==> src/rtl/risc16_pkg.sv <==
// Shared encodings for the RiSC-16 multi-cycle controller: opcodes, ALU
// function codes, PC/register-write source selects and FSM states.
package risc16_pkg;

    localparam logic [2:0] OP_ADD  = 3'b000;
    localparam logic [2:0] OP_ADDI = 3'b001;
    localparam logic [2:0] OP_NAND = 3'b010;
    localparam logic [2:0] OP_LUI  = 3'b011;
    localparam logic [2:0] OP_SW   = 3'b100;
    localparam logic [2:0] OP_LW   = 3'b101;
    localparam logic [2:0] OP_BEQ  = 3'b110;
    localparam logic [2:0] OP_JALR = 3'b111;

    localparam logic [1:0] FUNC_ADD   = 2'b00;
    localparam logic [1:0] FUNC_NAND  = 2'b01;
    localparam logic [1:0] FUNC_PASS1 = 2'b10;
    localparam logic [1:0] FUNC_EQL   = 2'b11;

    localparam logic [1:0] PC_INC    = 2'b00;
    localparam logic [1:0] PC_BRANCH = 2'b01;
    localparam logic [1:0] PC_ALU    = 2'b10;

    localparam logic [1:0] WSEL_ALU = 2'b00;
    localparam logic [1:0] WSEL_MEM = 2'b01;
    localparam logic [1:0] WSEL_PC  = 2'b10;

    typedef enum logic [2:0] {
        ST_FETCH,
        ST_DECODE,
        ST_EXEC,
        ST_MEM,
        ST_WB,
        ST_HALT
    } state_t;

endpackage

==> src/rtl/risc16_ctrl_decode.sv <==
// Static per-opcode datapath settings; don't-care mux selects resolve to 0.
module risc16_ctrl_decode
    import risc16_pkg::*;
(
    input  logic [2:0] op,
    output logic       mux_alu1,
    output logic       mux_alu2,
    output logic [1:0] func_alu,
    output logic       rf_rsel2,
    output logic [1:0] rf_wsel
);

    always_comb begin
        mux_alu1 = 1'b0;
        mux_alu2 = 1'b0;
        func_alu = FUNC_ADD;
        rf_rsel2 = 1'b0;
        rf_wsel  = WSEL_ALU;
        unique case (op)
            OP_ADD:  ;
            OP_ADDI: mux_alu2 = 1'b1;
            OP_NAND: func_alu = FUNC_NAND;
            OP_LUI: begin
                mux_alu1 = 1'b1;
                func_alu = FUNC_PASS1;
            end
            OP_SW: begin
                mux_alu2 = 1'b1;
                rf_rsel2 = 1'b1;
            end
            OP_LW: begin
                mux_alu2 = 1'b1;
                rf_wsel  = WSEL_MEM;
            end
            OP_BEQ: begin
                func_alu = FUNC_EQL;
                rf_rsel2 = 1'b1;
            end
            OP_JALR: begin
                func_alu = FUNC_PASS1;
                rf_wsel  = WSEL_PC;
            end
            default: ;
        endcase
    end

endmodule

==> src/rtl/risc16_control.sv <==
// Multi-cycle RiSC-16 control FSM: FETCH/DECODE/EXEC/MEM/WB/HALT, with
// outputs decoded combinationally from the state and the latched opcode.
module risc16_control
    import risc16_pkg::*;
#(
    parameter bit HALT_EN = 1'b1
) (
    input  logic        clk,
    input  logic        rst,
    input  logic [15:0] instr,
    input  logic        EQ,
    input  logic        mem_ready,
    output logic        mem_req,
    output logic        mem_we,
    output logic        mem_addr_sel,
    output logic        ir_we,
    output logic        MUX_alu1,
    output logic        MUX_alu2,
    output logic [1:0]  FUNC_alu,
    output logic        rf_rsel2,
    output logic        rf_we,
    output logic [1:0]  rf_wsel,
    output logic        pc_we,
    output logic [1:0]  pc_src,
    output logic        halted,
    output logic        retire
);

    state_t     state;
    logic [2:0] op_q;
    logic [2:0] ra_q;
    logic       halt_q;

    logic       dec_alu1;
    logic       dec_alu2;
    logic [1:0] dec_func;
    logic       dec_rsel2;
    logic [1:0] dec_wsel;

    // rB/rC fields are consumed by the register file directly, not here.
    logic unused_rb;
    assign unused_rb = ^instr[9:7];

    risc16_ctrl_decode u_decode (
        .op       (op_q),
        .mux_alu1 (dec_alu1),
        .mux_alu2 (dec_alu2),
        .func_alu (dec_func),
        .rf_rsel2 (dec_rsel2),
        .rf_wsel  (dec_wsel)
    );

    always_ff @(posedge clk) begin
        if (rst) begin
            state  <= ST_FETCH;
            op_q   <= OP_ADD;
            halt_q <= 1'b0;
        end else begin
            unique case (state)
                ST_FETCH:  if (mem_ready) state <= ST_DECODE;
                ST_DECODE: begin
                    op_q   <= instr[15:13];
                    halt_q <= HALT_EN && (instr[15:13] == OP_JALR) && (instr[6:0] != 7'd0);
                    state  <= ST_EXEC;
                end
                ST_EXEC: begin
                    if (op_q == OP_BEQ)                        state <= ST_FETCH;
                    else if (op_q == OP_LW || op_q == OP_SW)   state <= ST_MEM;
                    else if (halt_q)                           state <= ST_HALT;
                    else                                       state <= ST_WB;
                end
                ST_MEM: begin
                    if (mem_ready) state <= (op_q == OP_SW) ? ST_FETCH : ST_WB;
                end
                ST_WB:   state <= ST_FETCH;
                ST_HALT: state <= ST_HALT;
                default: state <= ST_FETCH;
            endcase
        end
    end

    // Destination register index is data, so it is captured without reset.
    always_ff @(posedge clk) begin
        if (state == ST_DECODE) ra_q <= instr[12:10];
    end

    always_comb begin
        mem_req      = 1'b0;
        mem_we       = 1'b0;
        mem_addr_sel = 1'b0;
        ir_we        = 1'b0;
        MUX_alu1     = 1'b0;
        MUX_alu2     = 1'b0;
        FUNC_alu     = FUNC_ADD;
        rf_rsel2     = 1'b0;
        rf_we        = 1'b0;
        rf_wsel      = WSEL_ALU;
        pc_we        = 1'b0;
        pc_src       = PC_INC;
        halted       = 1'b0;
        retire       = 1'b0;
        if (!rst) begin
            unique case (state)
                ST_FETCH: begin
                    mem_req = 1'b1;
                    if (mem_ready) begin
                        ir_we = 1'b1;
                        pc_we = 1'b1;
                    end
                end
                ST_DECODE: ;
                ST_EXEC: begin
                    MUX_alu1 = dec_alu1;
                    MUX_alu2 = dec_alu2;
                    FUNC_alu = dec_func;
                    rf_rsel2 = dec_rsel2;
                    if (op_q == OP_BEQ) begin
                        pc_we  = EQ;
                        pc_src = PC_BRANCH;
                        retire = 1'b1;
                    end
                end
                ST_MEM: begin
                    MUX_alu1     = dec_alu1;
                    MUX_alu2     = dec_alu2;
                    FUNC_alu     = dec_func;
                    rf_rsel2     = dec_rsel2;
                    mem_req      = 1'b1;
                    mem_addr_sel = 1'b1;
                    mem_we       = (op_q == OP_SW);
                    retire       = mem_ready && (op_q == OP_SW);
                end
                ST_WB: begin
                    MUX_alu1 = dec_alu1;
                    MUX_alu2 = dec_alu2;
                    FUNC_alu = dec_func;
                    rf_rsel2 = dec_rsel2;
                    rf_we    = (ra_q != 3'd0);
                    rf_wsel  = dec_wsel;
                    retire   = 1'b1;
                    if (op_q == OP_JALR) begin
                        pc_we  = 1'b1;
                        pc_src = PC_ALU;
                    end
                end
                ST_HALT: halted = 1'b1;
                default: ;
            endcase
        end
    end

endmodule

==> config.mk <==
export PLATFORM = sky130hd
export DESIGN_NAME = risc16_control
export DESIGN_NICKNAME = d
export VERILOG_FILES = /design/src/rtl/risc16_pkg.sv /design/src/rtl/risc16_ctrl_decode.sv /design/src/rtl/risc16_control.sv
export SDC_FILE = /design/constraint.sdc
export NUM_CORES = 1
export LEC_CHECK = 0
export CORE_UTILIZATION = 42
export CTS_CLUSTER_SIZE = 14
export DETAILED_ROUTE_END_ITERATION = 12
export PLACE_DENSITY = 0.84
export SYNTH_ARGS = -nofsm -noshare
export SYNTH_HDL_FRONTEND = slang
export SYNTH_HIERARCHICAL = 1
export SYNTH_SLANG_ARGS = --single-unit
==> constraint.sdc <==
create_clock -name clk -period 4.4 [get_ports clk]
set_input_delay 1.1 -clock clk [delete_from_list [all_inputs] [get_ports clk]]
set_output_delay 1.1 -clock clk [all_outputs]
set_load 0.1 [all_outputs]
# Word level (Yosys, flattened, before mapping)

Index checks and enable logic that the tools add are counted.

Register bits: 10
Input bits: 20
Output and inout bits: 17
Logic and storage cells: 77

Eq/ne operators: 15
Muxes and demuxes: 46
Reductions and logical operators: 12

Operators by type and width:

| operator                                      | number |
|---|---|
| two-way mux 1 bit                             | 29 |
| == test 3 bit, second input constant          | 7 |
| two-way mux 3 bit                             | 5 |
| case mux 3 bit (5 select lines)               | 1 |
| == test 3 x 2 -> 1 bit, second input constant | 4 |
| two-way mux 2 bit                             | 6 |
| case mux 2 bit (2 select lines)               | 2 |
| nonzero test 7 bit                            | 1 |
| == test 3 x 1 -> 1 bit, second input constant | 2 |
| case mux 1 bit (3 select lines)               | 2 |
| case mux 2 bit (3 select lines)               | 1 |
| OR reduction 2 bit                            | 3 |
| OR reduction 3 bit                            | 2 |
| != test 2 bit, second input constant          | 2 |
| zero test 3 bit                               | 1 |
| nonzero test 3 bit                            | 1 |
| logical AND 1 bit                             | 2 |
| AND reduction 2 bit                           | 1 |
| logical OR 1 bit                              | 1 |

# Depth between registers and ports, before layout

Depth in word-level cells: 5
Gate-level depth with buffers: 4
Depth with buffers taken out: 3

# Cells and area by module

Netlist, hierarchy kept.

Modules (own cells, without submodules):

| module             | instances | cells an instance | area each (µm²) | seq. area each (µm²) |
|---|---|---|---|---|
| risc16_control     | 1         | 81                | 681.9           | 230.2 |
| risc16_ctrl_decode | 1         | 7                 | 53.8            | 0.0 |

# Least setup slack after synthesis

No wires, ideal clock.

Path type: input to output
Start point: input port rst
End point: output port pc_src[0]
Arrival: 4.428 ns
Required time: 3.300 ns
Path slack: -1.128 ns
Stages on the path: 2
Path buffers: 1
Cell sequence: clkbuf_1 -> nor4b_1

Cells in the longest elaborated chain, start to end: 1

Ends and longest elaborated chain:

| element            | line                  | source |
|---|---|---|
| start: declaration | risc16_control.sv:9   | `input logic rst,` |
| two-way mux 2 bit  | risc16_control.sv:102 | `if (!rst) begin` |
| end: declaration   | risc16_control.sv:24  | `output logic [1:0] pc_src,` |

Every way passes these cells.

# Worst setup path after layout

Start point: input port rst
End point: output port mem_we

Cells in the longest elaborated chain, start to end: 1

Ends and longest elaborated chain:

| element           | line                  | source |
|---|---|---|
| two-way mux 1 bit | risc16_control.sv:102 |  |
| end: declaration  | risc16_control.sv:14  | `output logic mem_we,` |

Every way passes these cells.

==> out/results.ini <==
[run_status]
outcome=finished, violations left
violations=design-rule violations

[layout]
fin_util=0.795
fin_nets=143
diodes=0
layout_common_cells=clkdlybuf4s50_1 (16), buf_12 (14), nor2_1 (9)
areaGrowthSynthToFinish_pct=70.4
drive_gt1_frac=0.213
mostFrequentLayoutCell=clkdlybuf4s50_1

[grt]
grt_max_degree=18
overflow=0
antenna_found_initial=0
grt_pass1_wl_mm=3.25
grtUsageTotal=0.224
grt_pass1_vias=712

[route]
routed_wl_mm=2.03
via_per_inst=5.82
dr.pass1.iters=8
drc=3
vias=803
wire_per_inst_microns=14.7
drt_iter0_drc=36
detail-route-antenna-nets=0

[critical_path]
cp.required_ns=3.30
crit_chain=clkdlybuf4s50_1 > nand2b_1 > nor2_2 > and3_1 > buf_12
worst_r2r_endpoint=halt_q
rrSetupSlack_ns=2.69
crit_path_top_delay_cell=clkdlybuf4s50_1
worstSetupPathType=in -> out
end_kind=output port
r2r_start=state[0]
r2r_cells=3
startpoint_type=primary input
critPathTopFamily=buffers and inverters
worst-path-buf-inv=2
worstPathArrival_ns=2.55
max_stage_delay_ns=0.56
cp_max_fo=8

[clock_network]
clk_pin_slew_worst_paths_ns=0.06
cts.hold.buffers_added=0
post-cts-setup-buffers=0
cts_tree=yes
clock_latency_ns=0.26
post_cts_resized=0
h-tree-depth=1
cts_root_buf=clkbuf_4
cts.path.max_buffers=2
clkSinkCount=10
cts_buffers=3

[die]
fp.dieArea_sq_mm=0.00192
rows=14
die_h_microns=43.9
die_w_microns=43.9
pin_count=37
start_util=0.467
core_area_sq_mm=0.00158

[hold_path]
hold_depth=2
worstHoldStart=halt_q
hp-class=reg -> reg
whs_endpoint=halt_q

[flow_run]
drv_cap=0

[sta]
tightest_slew_ns=0.628
hold_viol=0
rsz0062_at_grt=false
final.setup_skew_ns=0.00664
fmax_mhz=274
slew_headroom=0.580
setup_viol=0
timing.final.ws_setup_ns=0.752
fin_setup_tns_ns=0
finalCritPeriodShare=0.829
finalMaxSlewViolations=0
finalCriticalPeriod_ns=3.65

[placed_design]
dp_hpwl_mm=1.55
gp_congestion=0.850
port_buffers=33
preCtsSetupSlack_ns=0.757

[synthesis]
seq_area_frac_synth=0.313
async_flop_share=0
yosysWarnings=6
synth_flop_cell=dfxtp_1
syn-num-nets=108
yosys.area.top_type_share=0.190
syn_inst=88
synth-edff-count=3
yosys.area.top_type=dfxtp_1
syn_area_per_cell_sq_um=8.36
syn_area_sq_um=736
ys_types=38
synthTopCellsByArea=dfxtp_1 (19%), edfxtp_1 (12%), and2_1 (6.0%), nor2_1 (5.1%), nand2b_1 (4.3%)
ys_ff_latch=10

[pwr]
power.density_mw_per_mm2=254
total_leakage_power_nw=0.481
irDropWorstVdd_mv=0.213

-- area by class of cell --
class / count / area (sq um)
clock buffers: 4 / 26.3
well taps: 16 / 20.0
fillers: 106 / 323
inverters: 2 / 7.51
multi-input cells: 72 / 499
flip-flops and latches: 10 / 230
repair buffers: 34 / 470
-- through the flow --
stage | hold WS, ns | power [W] | cells | cell area (sq um)
2_1_floorplan | 0.446 | 0.000212 | 88 | 754
3_3_place_gp | 0.468 | 0.000250 | 134 | 1230
3_5_place_dp | 0.490 | 0.000255 | 134 | 1230
4_1_cts | 0.499 | 0.000319 | 138 | 1250
5_1_grt | 0.505 | 0.000335 | 138 | 1250
6_report | 0.492 | 0.000318 | 138 | 1250
-- cells in the mapped netlist (all sizes together), types with 2 or more instances --
cell type  instances
nor2              10
and2               7
dfxtp              7
nand2b             5
a21oi              4
nor2b              4
nor3               4
nor3b              4
a31oi              3
and3               3
edfxtp             3
mux2i              3
a311oi             2
and3b              2
buf                2
clkbuf             2
inv                2
or3                2
-- cell families after synthesis --
group / synth area share
and+or+nand+nor: 0.412
xor gates and xnor gates: 0.0119
DFF: 0.313
buffers and inverters: 0.0340
AOI/OAI and AO/OA: 0.189
muxes: 0.0408
-- sequential cells by signal (all words and copies together) (netlist names) --
register / cells
state: 3
halt_q: 1
ra_q: 3
op_q: 3
-- worst max-delay path by stage --
stage	start	endpoint	slack, ns	cells after the start
global route	rst	pc_src[1]	0.61	4
global placement	rst	mem_we	0.80	5
floorplan	rst	pc_src[0]	0.25	2
CTS	rst	pc_src[1]	0.74	4
finish	rst	mem_we	0.75	5
detailed placement	rst	mem_we	0.76	5
-- tightest hold or removal path, stage by stage, from the launching register on --
cell and delay (ns):
dfxtp_1 0.32, nand2b_1 0.07, a21oi_1 0.06
-- report_power, final --
| group | internal, W | switching, W |
|---|---|---|
| clock | 0.0000350 | 0.0000297 |
| combinational | 0.0000522 | 0.0000732 |
| sequential | 0.000105 | 0.0000227 |
| total | 0.000193 | 0.000126 |
-- per-layer routing --
metal / up-vias / GRT usage / routed length [microns]
li1: 397 / - / -
met1: 385 / 0.278 / 831
met2: 21 / 0.403 / 1130
met3: 0 / 0.0500 / 64
met4: 0 / 0.0364 / 0
met5: - / 0 / 0
(Power assumes the default switching activity.)
